===== src/rtl/clk_div_ctrl_if.sv =====
// +----------------------------------------------------------------------+
// | clk_div_ctrl_if : ratio-configuration handshake for clk_div_ctrl      |
// | Revision: 1.0                                                         |
// +----------------------------------------------------------------------+
`default_nettype none

interface clk_div_ctrl_if #(
  parameter int CNT_W = 8
) ();
  logic             cfg_valid;
  logic [CNT_W-1:0] cfg_div;
  logic             cfg_ready;

  modport master (
    output cfg_valid,
    output cfg_div,
    input  cfg_ready
  );

  modport slave (
    input  cfg_valid,
    input  cfg_div,
    output cfg_ready
  );
endinterface

`default_nettype wire


===== src/rtl/clk_div_ctrl.sv =====
// +----------------------------------------------------------------------+
// | clk_div_ctrl : programmable divider with tick strobe and deferred     |
// | ratio updates. Optional tick counter enabled by macro TICK_CNT_EN.    |
// | Revision: 1.0                                                         |
// +----------------------------------------------------------------------+
`default_nettype none

module clk_div_ctrl #(
  parameter int CNT_W       = 8,
  parameter int DEFAULT_DIV = 1
) (
  input  wire logic             clk,
  input  wire logic             rst,
  input  wire logic             i_en,
  clk_div_ctrl_if.slave         cfg,
  output logic                  o_tick,
  output logic                  o_div_out,
  output logic [CNT_W-1:0]      o_cur_div,
  output logic                  o_busy,
  output logic [15:0]           o_tick_cnt
);

  typedef enum logic [1:0] {
    S_IDLE = 2'd0,
    S_RUN  = 2'd1,
    S_PEND = 2'd2
  } state_t;

  localparam logic [CNT_W-1:0] c_DEFAULT_DIV = CNT_W'(DEFAULT_DIV);

  state_t           r_state;
  logic [CNT_W-1:0] r_count;
  logic [CNT_W-1:0] r_cur_div;
  logic [CNT_W-1:0] r_pend_div;
  logic             r_tick;
  logic             r_div_out;

  state_t           w_state_nxt;
  logic [CNT_W-1:0] w_count_nxt;
  logic [CNT_W-1:0] w_cur_nxt;
  logic [CNT_W-1:0] w_pend_nxt;
  logic             w_tick_nxt;
  logic             w_div_nxt;
  logic             w_ready;
  logic             w_accept;
  logic             w_terminal;

  assign w_ready    = (r_state != S_PEND);
  assign w_accept   = cfg.cfg_valid && w_ready;
  assign w_terminal = (r_count == r_cur_div);

  always_ff @(posedge clk or negedge rst) begin
    if (!rst) begin
      r_state    <= S_IDLE;
      r_count    <= '0;
      r_cur_div  <= c_DEFAULT_DIV;
      r_pend_div <= '0;
      r_tick     <= 1'b0;
      r_div_out  <= 1'b0;
    end else begin
      r_state    <= w_state_nxt;
      r_count    <= w_count_nxt;
      r_cur_div  <= w_cur_nxt;
      r_pend_div <= w_pend_nxt;
      r_tick     <= w_tick_nxt;
      r_div_out  <= w_div_nxt;
    end
  end

  always_comb begin
    w_state_nxt = r_state;
    w_count_nxt = r_count;
    w_cur_nxt   = r_cur_div;
    w_pend_nxt  = r_pend_div;
    w_tick_nxt  = 1'b0;
    w_div_nxt   = r_div_out;
    case (r_state)
      S_IDLE: begin
        w_count_nxt = '0;
        w_div_nxt   = 1'b0;
        if (w_accept) w_cur_nxt = cfg.cfg_div;
        if (i_en) w_state_nxt = S_RUN;
      end
      S_RUN: begin
        if (!i_en) begin
          w_state_nxt = S_IDLE;
          w_count_nxt = '0;
          w_div_nxt   = 1'b0;
          if (w_accept) w_cur_nxt = cfg.cfg_div;
        end else begin
          if (w_terminal) begin
            w_count_nxt = '0;
            w_tick_nxt  = 1'b1;
            w_div_nxt   = ~r_div_out;
          end else begin
            w_count_nxt = r_count + 1'b1;
          end
          // A ratio accepted on a terminal cycle waits for the next terminal
          if (w_accept) begin
            w_pend_nxt  = cfg.cfg_div;
            w_state_nxt = S_PEND;
          end
        end
      end
      S_PEND: begin
        if (!i_en) begin
          w_state_nxt = S_IDLE;
          w_count_nxt = '0;
          w_div_nxt   = 1'b0;
          w_cur_nxt   = r_pend_div;
        end else if (w_terminal) begin
          w_state_nxt = S_RUN;
          w_count_nxt = '0;
          w_tick_nxt  = 1'b1;
          w_div_nxt   = ~r_div_out;
          w_cur_nxt   = r_pend_div;
        end else begin
          w_count_nxt = r_count + 1'b1;
        end
      end
      default: begin
        w_state_nxt = S_IDLE;
        w_count_nxt = '0;
        w_div_nxt   = 1'b0;
      end
    endcase
  end

`ifdef TICK_CNT_EN
  logic [15:0] r_tick_cnt;

  always_ff @(posedge clk or negedge rst) begin
    if (!rst) begin
      r_tick_cnt <= '0;
    end else if (r_tick) begin
      r_tick_cnt <= r_tick_cnt + 16'd1;
    end
  end

  assign o_tick_cnt = r_tick_cnt;
`else
  assign o_tick_cnt = '0;
`endif

  assign cfg.cfg_ready = w_ready;
  assign o_tick        = r_tick;
  assign o_div_out     = r_div_out;
  assign o_cur_div     = r_cur_div;
  assign o_busy        = (r_state != S_IDLE);

endmodule

`default_nettype wire


===== src/flat_wrapper.sv =====
// flat-port wrapper written by rule: the top's interface ports become plain ports
module clk_div_ctrl_flat 
#(
  parameter int CNT_W       = 8,
  parameter int DEFAULT_DIV = 1
)
  (clk, rst, i_en, o_tick, o_div_out, o_cur_div, o_busy, o_tick_cnt, cfg_cfg_valid, cfg_cfg_div, cfg_cfg_ready);
  clk_div_ctrl_if #(.CNT_W(CNT_W)) cfg_i ();
  input  wire logic clk;
  input  wire logic rst;
  input  wire logic i_en;
  output logic o_tick;
  output logic o_div_out;
  output logic [CNT_W-1:0] o_cur_div;
  output logic o_busy;
  output logic [15:0] o_tick_cnt;
  input wire logic [$bits(cfg_i.cfg_valid)-1:0] cfg_cfg_valid;
  input wire logic [$bits(cfg_i.cfg_div)-1:0] cfg_cfg_div;
  output wire logic [$bits(cfg_i.cfg_ready)-1:0] cfg_cfg_ready;
  assign cfg_i.cfg_valid = cfg_cfg_valid;
  assign cfg_i.cfg_div = cfg_cfg_div;
  assign cfg_cfg_ready = cfg_i.cfg_ready;
  clk_div_ctrl #(.CNT_W(CNT_W), .DEFAULT_DIV(DEFAULT_DIV)) u_core (.clk(clk), .rst(rst), .i_en(i_en), .cfg(cfg_i), .o_tick(o_tick), .o_div_out(o_div_out), .o_cur_div(o_cur_div), .o_busy(o_busy), .o_tick_cnt(o_tick_cnt));
endmodule

===== config.mk =====
export PLATFORM = sky130hd
export DESIGN_NAME = clk_div_ctrl_flat
export DESIGN_NICKNAME = d
export VERILOG_FILES = /design/src/rtl/clk_div_ctrl_if.sv /design/src/rtl/clk_div_ctrl.sv /design/src/flat_wrapper.sv
export SDC_FILE = /design/constraint.sdc
export NUM_CORES = 1
export LEC_CHECK = 0
export ABC_AREA = 1
export BUFFER_PORTS_ARGS = -buffer_cell sky130_fd_sc_hd__buf_2
export CAP_MARGIN = 40
export CELL_PAD_IN_SITES_DETAIL_PLACEMENT = 1
export CELL_PAD_IN_SITES_GLOBAL_PLACEMENT = 2
export CORE_UTILIZATION = 32
export DETAILED_ROUTE_END_ITERATION = 8
export GPL_TIMING_DRIVEN = 0
export PLACE_DENSITY_LB_ADDON = 0.1
export SYNTH_ARGS = -nofsm -noshare
export SYNTH_HDL_FRONTEND = slang
export SYNTH_SLANG_ARGS = --single-unit

===== constraint.sdc =====
create_clock -name clk -period 3.8 [get_ports clk]
set_clock_uncertainty 0.15 [all_clocks]
set_input_delay 0.38 -clock clk [delete_from_list [all_inputs] [get_ports clk]]
set_output_delay 0.38 -clock clk [all_outputs]
set_load 0.01 [all_outputs]

* Word level (Yosys, flattened, before mapping)
Cells that the tools add are included.
** Storage, ports and cells
- Register bits :: 28
- Input port bits :: 12
** Cells by class
- $add $sub $neg :: 1
- Eq/ne operators :: 9
- Multiplexer cells :: 20
- Bitwise operators :: 1
- Reductions and logical operators :: 8
** Operators by type and width (count)
- 8-bit 2-to-1 mux :: 7
- 8-bit one-hot mux with 3 select lines :: 1
- 2-bit 2-to-1 mux :: 5
- 3-bit by 2-bit != test with 1-bit output, second input constant :: 3
- 3-bit AND reduction :: 3
- 8-bit by 1-bit adder with 8-bit output, second input constant :: 1
- 8-bit equality test :: 1
- 1-bit 2-to-1 mux :: 6
- 2-bit != test, second input constant :: 3
- 2-bit one-hot mux with 3 select lines :: 1
- 3-bit nonzero test :: 1
- 2-bit by 1-bit equality test with 1-bit output, second input constant :: 1
- 2-bit equality test, second input constant :: 1
- 2-bit logical NOT :: 1
- 2-bit nonzero test :: 1
- 2-bit OR reduction :: 1
- 1-bit logical AND :: 1
- 1-bit NOT :: 1

* Depth between registers and ports, before layout
Gate-level depths: netlist of the first run.
- Word-level depth :: 5
- Gate-level depth with buffers :: 10

* Least setup slack after synthesis of the first run
OpenSTA, ideal clock, no wires.
- Path type :: register to register
- Start :: register u_core.r_state[0]
- End :: register u_core.r_cur_div[1] (netlist: u_core.o_cur_div[1])
- Library setup time :: 0.117 ns
- Arrival time :: 1.554 ns
- Required time :: 3.533 ns
- Setup slack :: 1.979 ns
- Stages on the path, launching flop included :: 10
- Path buffers :: 1
- Period minus slack after synthesis :: 1.821 ns
- Cells stage by stage :: dfrtp_1 inv_1 ha_1 buf_6 nor2_4 nor2_2 a211oi_4 nand2_4 nand2_1 nand2_1
** Between the ends
- Cells in the longest elaborated chain, start to end :: 5
** RTL lines
- start, declared :: RTL line clk_div_ctrl.sv:31 : state_t r_state;
- start signal, assigned :: RTL line clk_div_ctrl.sv:61 : r_state <= w_state_nxt;
- 2-bit != test :: RTL line clk_div_ctrl.sv:48 : assign w_ready = (r_state != S_PEND);
- 1-bit logical AND :: RTL line clk_div_ctrl.sv:49 : assign w_accept = cfg.cfg_valid && w_ready;
- 8-bit 2-to-1 mux (2 in series)
- 8-bit one-hot mux with 3 select lines :: RTL line clk_div_ctrl.sv:77 : case (r_state)
- end signal, assigned :: RTL line clk_div_ctrl.sv:56 : r_cur_div <= c_DEFAULT_DIV;
- end signal, assigned :: RTL line clk_div_ctrl.sv:63 : r_cur_div <= w_cur_nxt;
- end, declared :: RTL line clk_div_ctrl.sv:33 : logic [CNT_W-1:0] r_cur_div;
Several ways; a longest one is shown, not always the timed one. The select of a mux whose other input is x is not followed.
A chain may end at the register's enable or synchronous reset.

* Worst setup path in the final report of the first run
- Start :: register u_core.r_state[0]
- End :: output port cfg_cfg_ready
** Between the ends
- Cells in the longest elaborated chain, start to end :: 1
** RTL lines
- 2-bit != test :: RTL line clk_div_ctrl.sv:48
- end, declared :: RTL line flat_wrapper.sv:19 : output wire logic [$bits(cfg_i.cfg_ready)-1:0] cfg_cfg_ready;
No other way between the ends.

==> results.txt, run 1 <==
GR Overflow Total: 0
Syn. warnings: 0
Yosys top cell by area: dfrtp_1
P&R area growth vs syn: 20.7%
Reg clk slew, reported paths: 0.10 ns
Layout Utilization: 40.7%
Worst path required time: 3.27 ns
Worst IR Drop VDD: 0.217 mV
Async S/R FF share, synth: 100%
Root Buffer: clkbuf_8
Synth top area share: 41.6%
Hold buffers post-CTS: 1
Leakage: 1.07 nW
Row count: 25
Fin cells: 324
Routability cong.: 0.694
Setup violation total in the final timing report: 0
Synth top cells by count: nand2_1 (68), inv_1 (29), dfrtp_1 (27)
Worst hold path type: primary input to flop
Sink Count: 28
Die area: 5370 um^2
Worst skew pair latency: 0.27 ns
CP Capture Type: output pin
Startpoint types: flop
Top cells by area, synth: dfrtp_1 (42%), nand2_1 (16%), buf_4 (7.9%)
Outcome: complete, no violations
Final hold viol count: 0
CTS buffer count: 3
Antenna violations before repair: 0
Final critical-path required period: 2.24 ns
Diodes inserted: 0
H-Tree Depth: 1
Dpl cells: 319
Crit Path Class: flop to output pin
Via count: 1,316
First-pass GRT wire length: 5780 um
Critical path peak fanout: 10
Count leader, synth: nand2_1
Mapped Area: 1630 um^2
I/O pin cnt: 40
Post-synthesis sequential area ratio: 43.2%
Footprint of the multi-input gates: 717 um^2
Fin crit share: 58.9%
Avg Cell Area, Syn: 7.59 um^2
Filler cell count: 654
DRC: 0
Total negative slack: 0 ns
PortBufs: 23
Total GRT Usage: 14.0%
CTS tree: built
Core Region: 4820 um^2
Routed WL: 3310 um
Remaining antenna violation count: 0
FMAX: 0.447 GHz
Synth Register Bits: 28
Register Area: 702 um^2
DR WL/cell: 10.2 um
Post-CTS Setup Bufs: 0
Synth Flop Type: dfrtp_1
RSZ-0062 raised after global routing: no
Via density: 4.06
Drt pass-1 iters: 4
Relative slew margins: 57.7%
Post-synth EDFFs: 0
Pwr per Cell Area: 600 nW/um^2
Worst Tran Pin Value: 0.635 ns
Synth unique cells: 23
Die W: 73.3 um
Final HPWL from detailed placement: 2620 um
Initial DRC count: 18
Largest net degree at the start of global routing: 29
Max Cap Violations: 0
Post-cts resize count: 0
CP Data Arrival Time: 1.71 ns
Nets: 275
Mapped Cells: 214
Number of global-route vias before repair: 1,314
Clock Path Buffers: 2
Max Slew Vio Count: 0
Fraction of layout cells with a size suffix above 1: 20.6%
Starting Density: 33.7%
Die Height: 73.3 um
## metal layers
layer  vias to the layer above  track usage [%]  wire length [um]  share of wire [%]
met4                         0             3.92                36                1.1
met1                       579             17.7              1630                 49
li1                        704                -                 -                  -
met5                         -                0                 0                  0
met3                         4             3.02               135                4.1
met2                        29             23.9              1510                 46
## power by group
group / internal, W / leakage, nW / switching, W / total, W
clock: 0.000141 / 0.0357 / 0.0000924 / 0.000233
combinational: 0.000186 / 0.673 / 0.000269 / 0.000455
sequential: 0.000399 / 0.361 / 0.0000894 / 0.000488
## placed cells by master, fill, tap and decap left out, drive strengths merged, types with 2 or more instances in the layout
cell type and n:
buf 41, clkbuf 5, conb 16, dfrtp 27
ha 5, inv 31, nand2 70, nand3 14
nor2 17, nor3 2, o21ai 18, xnor2 4
## cells by family after synthesis
family                   after synthesis  share of synthesized area (%)
adder cells (fa/ha/maj)                5                           3.85
AND/OR/NAND/NOR                      103                           26.3
flip-flops                            28                           43.2
other                                  1                          0.231
XOR/XNOR                               5                           2.69
buffers and inverters                 51                           16.2
AO/OA/AOI/OAI                         21                           7.62
## cell type report
cell class                      instances  area share [%]
Buffer                                 20            7.46
Clock buffer                            3            2.10
Clock inverter                          1            1.53
Inverter                               31            5.93
Multi-Input combinational cell        150            36.5
Sequential cell                        28            35.8
Tap cell                               67            4.27
Timing Repair Buffer                   24            6.38
## state kept, by name, indices dropped and copies added, names as in the netlist
signal,flops
u_core.o_cur_div,8
u_core.r_count,8
u_core.r_pend_div,8
u_core.r_state,2
u_core.o_div_out,1
u_core.o_tick,1
## worst max-delay path: stages, from the launching register on
cell	delay [ns]
dfrtp_1	0.47
inv_1	0.11
ha_1	0.16
buf_6	0.14
clkbuf_1	0.33
inv_1	0.07
buf_2	0.15
## metrics by stage
stage	total power (W)	cell area, um^2	setup slack [ns]	hold WS [ns]
after floorplan	0.000810	1680	1.98	-0.0656
after global placement	0.000953	1880	1.76	0.297
after detailed placement	0.000963	1880	1.75	0.296
after CTS	0.00120	1960	1.52	0.208
after global routing	0.00129	1960	1.38	0.217
final	0.00118	1960	1.56	0.213
## path summary, 6_finish.rpt
check / start / to / slack (ns) / depth (start not counted)
hold / removal: cfg_cfg_div[2] / u_core.r_pend_div[2] / 0.21 / 3
setup / recovery: u_core.r_state[0] / cfg_cfg_ready / 1.56 / 6
setup reg to reg: u_core.r_state[0] / u_core.o_cur_div[1] / 1.79 / 9
max in group asynchronous: rst / u_core.r_pend_div[3] / 2.57 / 2
min in group asynchronous: rst / u_core.r_count[0] / 0.52 / 2
hold reg to reg: u_core.o_cur_div[0] / u_core.o_cur_div[0] / 0.35 / 2
Power figures use the tool's default switching activity.
==> inputs of run 2 (changes only) <==
--- a/config.mk
+++ b/config.mk
@@ -5,12 +5,12 @@
 export SDC_FILE = /design/constraint.sdc
 export NUM_CORES = 1
 export LEC_CHECK = 0
-export ABC_AREA = 1
+export ABC_AREA = 0
 export BUFFER_PORTS_ARGS = -buffer_cell sky130_fd_sc_hd__buf_2
 export CAP_MARGIN = 40
 export CELL_PAD_IN_SITES_DETAIL_PLACEMENT = 1
 export CELL_PAD_IN_SITES_GLOBAL_PLACEMENT = 2
-export CORE_UTILIZATION = 32
+export CORE_UTILIZATION = 33
 export DETAILED_ROUTE_END_ITERATION = 8
 export GPL_TIMING_DRIVEN = 0
 export PLACE_DENSITY_LB_ADDON = 0.1
==> constraint.sdc (replaced) <==
create_clock -name clk -period 2.23 [get_ports clk]
set_clock_uncertainty 0.15 [all_clocks]
set_input_delay 0.223 -clock clk [delete_from_list [all_inputs] [get_ports clk]]
set_output_delay 0.223 -clock clk [all_outputs]
set_load 0.01 [all_outputs]
==> results.txt, run 2 <==
Count leader, synth: dfrtp_1 (was nand2_1)
Initial DRC count: 30 (was 18)
Commonest cells after routing, fill and taps aside: dfrtp_1 (26), buf_2 (24), buf_4 (17), conb_1 (16), xnor2_1 (13) (was nand2_1 (68), inv_1 (29), dfrtp_1 (27), buf_2 (23), o21ai_0 (18))
Fraction of layout cells with a size suffix above 1: 37.2% (was 20.6%)
Nets: 198 (was 275)
Worst skew pair latency: 0.27 ns (about the same)
DR WL/cell: 13.7 um (was 10.2 um)
Mapped Area: 1590 um^2 (was 1630 um^2)
Antenna violations before repair: 0 (unchanged)
Worst Tran Pin Value: 0.633 ns (was 0.635 ns)
Startpoint types: flop (unchanged)
Total GRT Usage: 14.1% (was 14.0%)
Synth top area share: 42.6% (was 41.6%)
DRC: 2 (was 0)
P&R area growth vs syn: 19.7% (was 20.7%)
WHS: 0.0230 ns (was 0.213 ns)
Diodes inserted: 0 (unchanged)
CP delay by family, top: multiplexers (was buffers and inverters)
GR Overflow Total: 0 (unchanged)
Total negative slack: 0 ns (unchanged)
H-Tree Depth: 1 (unchanged)
Worst IR Drop VDD: 0.437 mV (was 0.217 mV)
Routed WL: 3180 um (was 3310 um)
FMAX: 0.467 GHz
Layout Utilization: 42.4% (was 40.7%)
Routability cong.: 0.735 (was 0.694)
Outcome: finished with violations (was complete, no violations)
Relative slew margins: 57.8% (was 57.7%)
CP max-delay cell: dfrtp_2 (was dfrtp_1)
Failing checks: design-rule violations
CP Data Arrival Time: 2.15 ns (was 1.71 ns)
Setup ws final: 0.0886 ns (was 1.56 ns)
Clock Path Buffers: 2 (unchanged)
Most common cell after layout, fill and taps aside: dfrtp_1 (was nand2_1)
Leakage: 0.922 nW (was 1.07 nW)
Drt pass-1 iters: 6 (was 4)
Crit Path Class: flop to flop (was flop to output pin)
Die area: 5090 um^2 (was 5370 um^2)
Number of global-route vias before repair: 1,103 (was 1,314)
Final HPWL from detailed placement: 2500 um (was 2620 um)
Synth top cells by count: dfrtp_1 (27), buf_4 (16), xnor2_1 (13) (was nand2_1 (68), inv_1 (29), dfrtp_1 (27))
CP Capture Type: flop (was output pin)
Crit-path max cell delay: 0.38 ns (was 0.47 ns)
Avg Cell Area, Syn: 11.6 um^2 (was 7.59 um^2)
RSZ-0062 raised after global routing: no (unchanged)
Die W: 71.3 um (was 73.3 um)
Fin crit share: 96.0%
Async S/R FF share, synth: 100% (unchanged)
Max Slew Vio Count: 0 (unchanged)
Setup violation total in the final timing report: 0 (unchanged)
I/O pin cnt: 40 (unchanged)
Sink Count: 28 (unchanged)
Syn. warnings: 0 (unchanged)
CP bufs+invs: 2 (was 5)
Post-synth EDFFs: 0 (unchanged)
CTS buffer count: 3 (unchanged)
Top cells by area, synth: dfrtp_1 (43%), mux2_1 (7.8%), buf_4 (7.6%) (was dfrtp_1 (42%), nand2_1 (16%), buf_4 (7.9%))
Pwr per Cell Area: 1090 nW/um^2 (was 600 nW/um^2)
Synth Flop Type: dfrtp_1 (unchanged)
Yosys top cell by area: dfrtp_1 (unchanged)
First-pass GRT wire length: 5510 um (was 5780 um)
Reg clk slew, reported paths: 0.09 ns (was 0.10 ns)
Remaining antenna violation count: 0 (unchanged)
Crit-path cells: inv_1 -> ha_1 -> nand2b_4 -> mux2_1 -> a21oi_1 -> o21a_1 -> buf_6 -> mux2_4 (was inv_1 -> ha_1 -> buf_6 -> clkbuf_1 -> inv_1 -> buf_2)
Root Buffer: clkbuf_8 (unchanged)
Place WS: -0.0794 ns (was 1.75 ns)
Row count: 24 (was 25)
Final hold viol count: 0 (unchanged)
Core Region: 4470 um^2 (was 4820 um^2)
PortBufs: 22 (was 23)
CTS tree: built (unchanged)
Max Cap Violations: 0 (unchanged)
Fin cells: 232 (was 324)
Die Height: 71.3 um (was 73.3 um)
Largest net degree at the start of global routing: 29 (unchanged)
Synth unique cells: 32 (was 23)
Via density: 4.56 (was 4.06)
Critical path peak fanout: 8 (was 10)
Mapped Cells: 137 (was 214)
Worst path required time: 2.24 ns (was 3.27 ns)
Final critical-path required period: 2.14 ns
Worst hold path type: primary input to flop (unchanged)
Via count: 1,058 (was 1,316)
Starting Density: 35.5% (was 33.7%)
Dpl cells: 226 (was 319)
Synth Register Bits: 28 (unchanged)
Post-synthesis sequential area ratio: 44.2% (was 43.2%)
[run 2: changes by cell type in the layout (fill, tap and decap cells not counted), moves of 3 or more]
cell,delta
inv_1,-26
o21ai_0,-18
nor2_1,-3
mux2_4,+8
mux2_2,+6
nand2_1,-64
xnor2_1,+9
mux2_1,+11
nand3_1,-10
[run 2: what timing repair did]
action                                 CTS  global route
setup endpoints to repair                8             7
endpoints found under the hold margin   27             0
gates resized for setup                  1             1
hold buffers                             1             0
setup buffers                            1             0
[run 2: report_power, final]
| group | switching, W | internal (W) | leakage [nW] | total [W] |
|---|---|---|---|---|
| sequential | 0.000155 | 0.000696 | 0.351 | 0.000850 |
| combinational | 0.000418 | 0.000496 | 0.542 | 0.000914 |
| clock | 0.000151 | 0.000158 | 0.0288 | 0.000309 |
[run 2: final timing paths]
kind	startpoint	to	slack [ns]	cells past startpoint
worst max-delay path	u_core.r_state[0]	u_core.o_cur_div[3]	0.09	8
worst min-delay path	cfg_cfg_div[2]	u_core.r_pend_div[2]	0.02	2
worst max register to register	u_core.r_state[0]	u_core.o_cur_div[3]	0.09	8
worst min register to register	u_core.r_pend_div[2]	u_core.r_pend_div[2]	0.35	1
max in group asynchronous	rst	u_core.r_state[0]	1.14	2
min in group asynchronous	rst	u_core.r_count[5]	0.34	2
[run 2: kinds of logic (layout without fill, tap and decap cells)]
kind of cell / after synthesis / in the layout / share of synthesized area [%]
other: 1 / 16 / 0.236
AO/OA/AOI/OAI: 6 / 6 / 2.68
flip-flops: 28 / 28 / 44.2
multiplexers: 27 / 27 / 20.9
adder cells (fa/ha/maj): 5 / 5 / 3.94
buffers and inverters: 25 / 53 / 10.3
AND/OR/NAND/NOR: 30 / 30 / 9.38
XOR/XNOR: 15 / 15 / 8.28
[run 2: through the flow]
step / area, um^2 / power, W
floorplan: 1640 / 0.00149
global placement: 1820 / 0.00173
detailed placement: 1820 / 0.00176
CTS: 1890 / 0.00210
global route: 1900 / 0.00225
finish: 1900 / 0.00207
[run 2: area by class of cell]
cell class,count,area (um^2)
buffer,20,145
clock buffer,4,55.1
fill,499,2570
inverter,5,18.8
multi-input combinational,99,785
sequential,28,703
tap,52,65.1
timing repair buffer,24,128
[run 2: layer usage]
layer	part of all wire (%)	global-route usage, %
met1	48	19.6
met2	46	22.3
met3	4.4	3.38
met4	0.85	3.33
met5	0	0
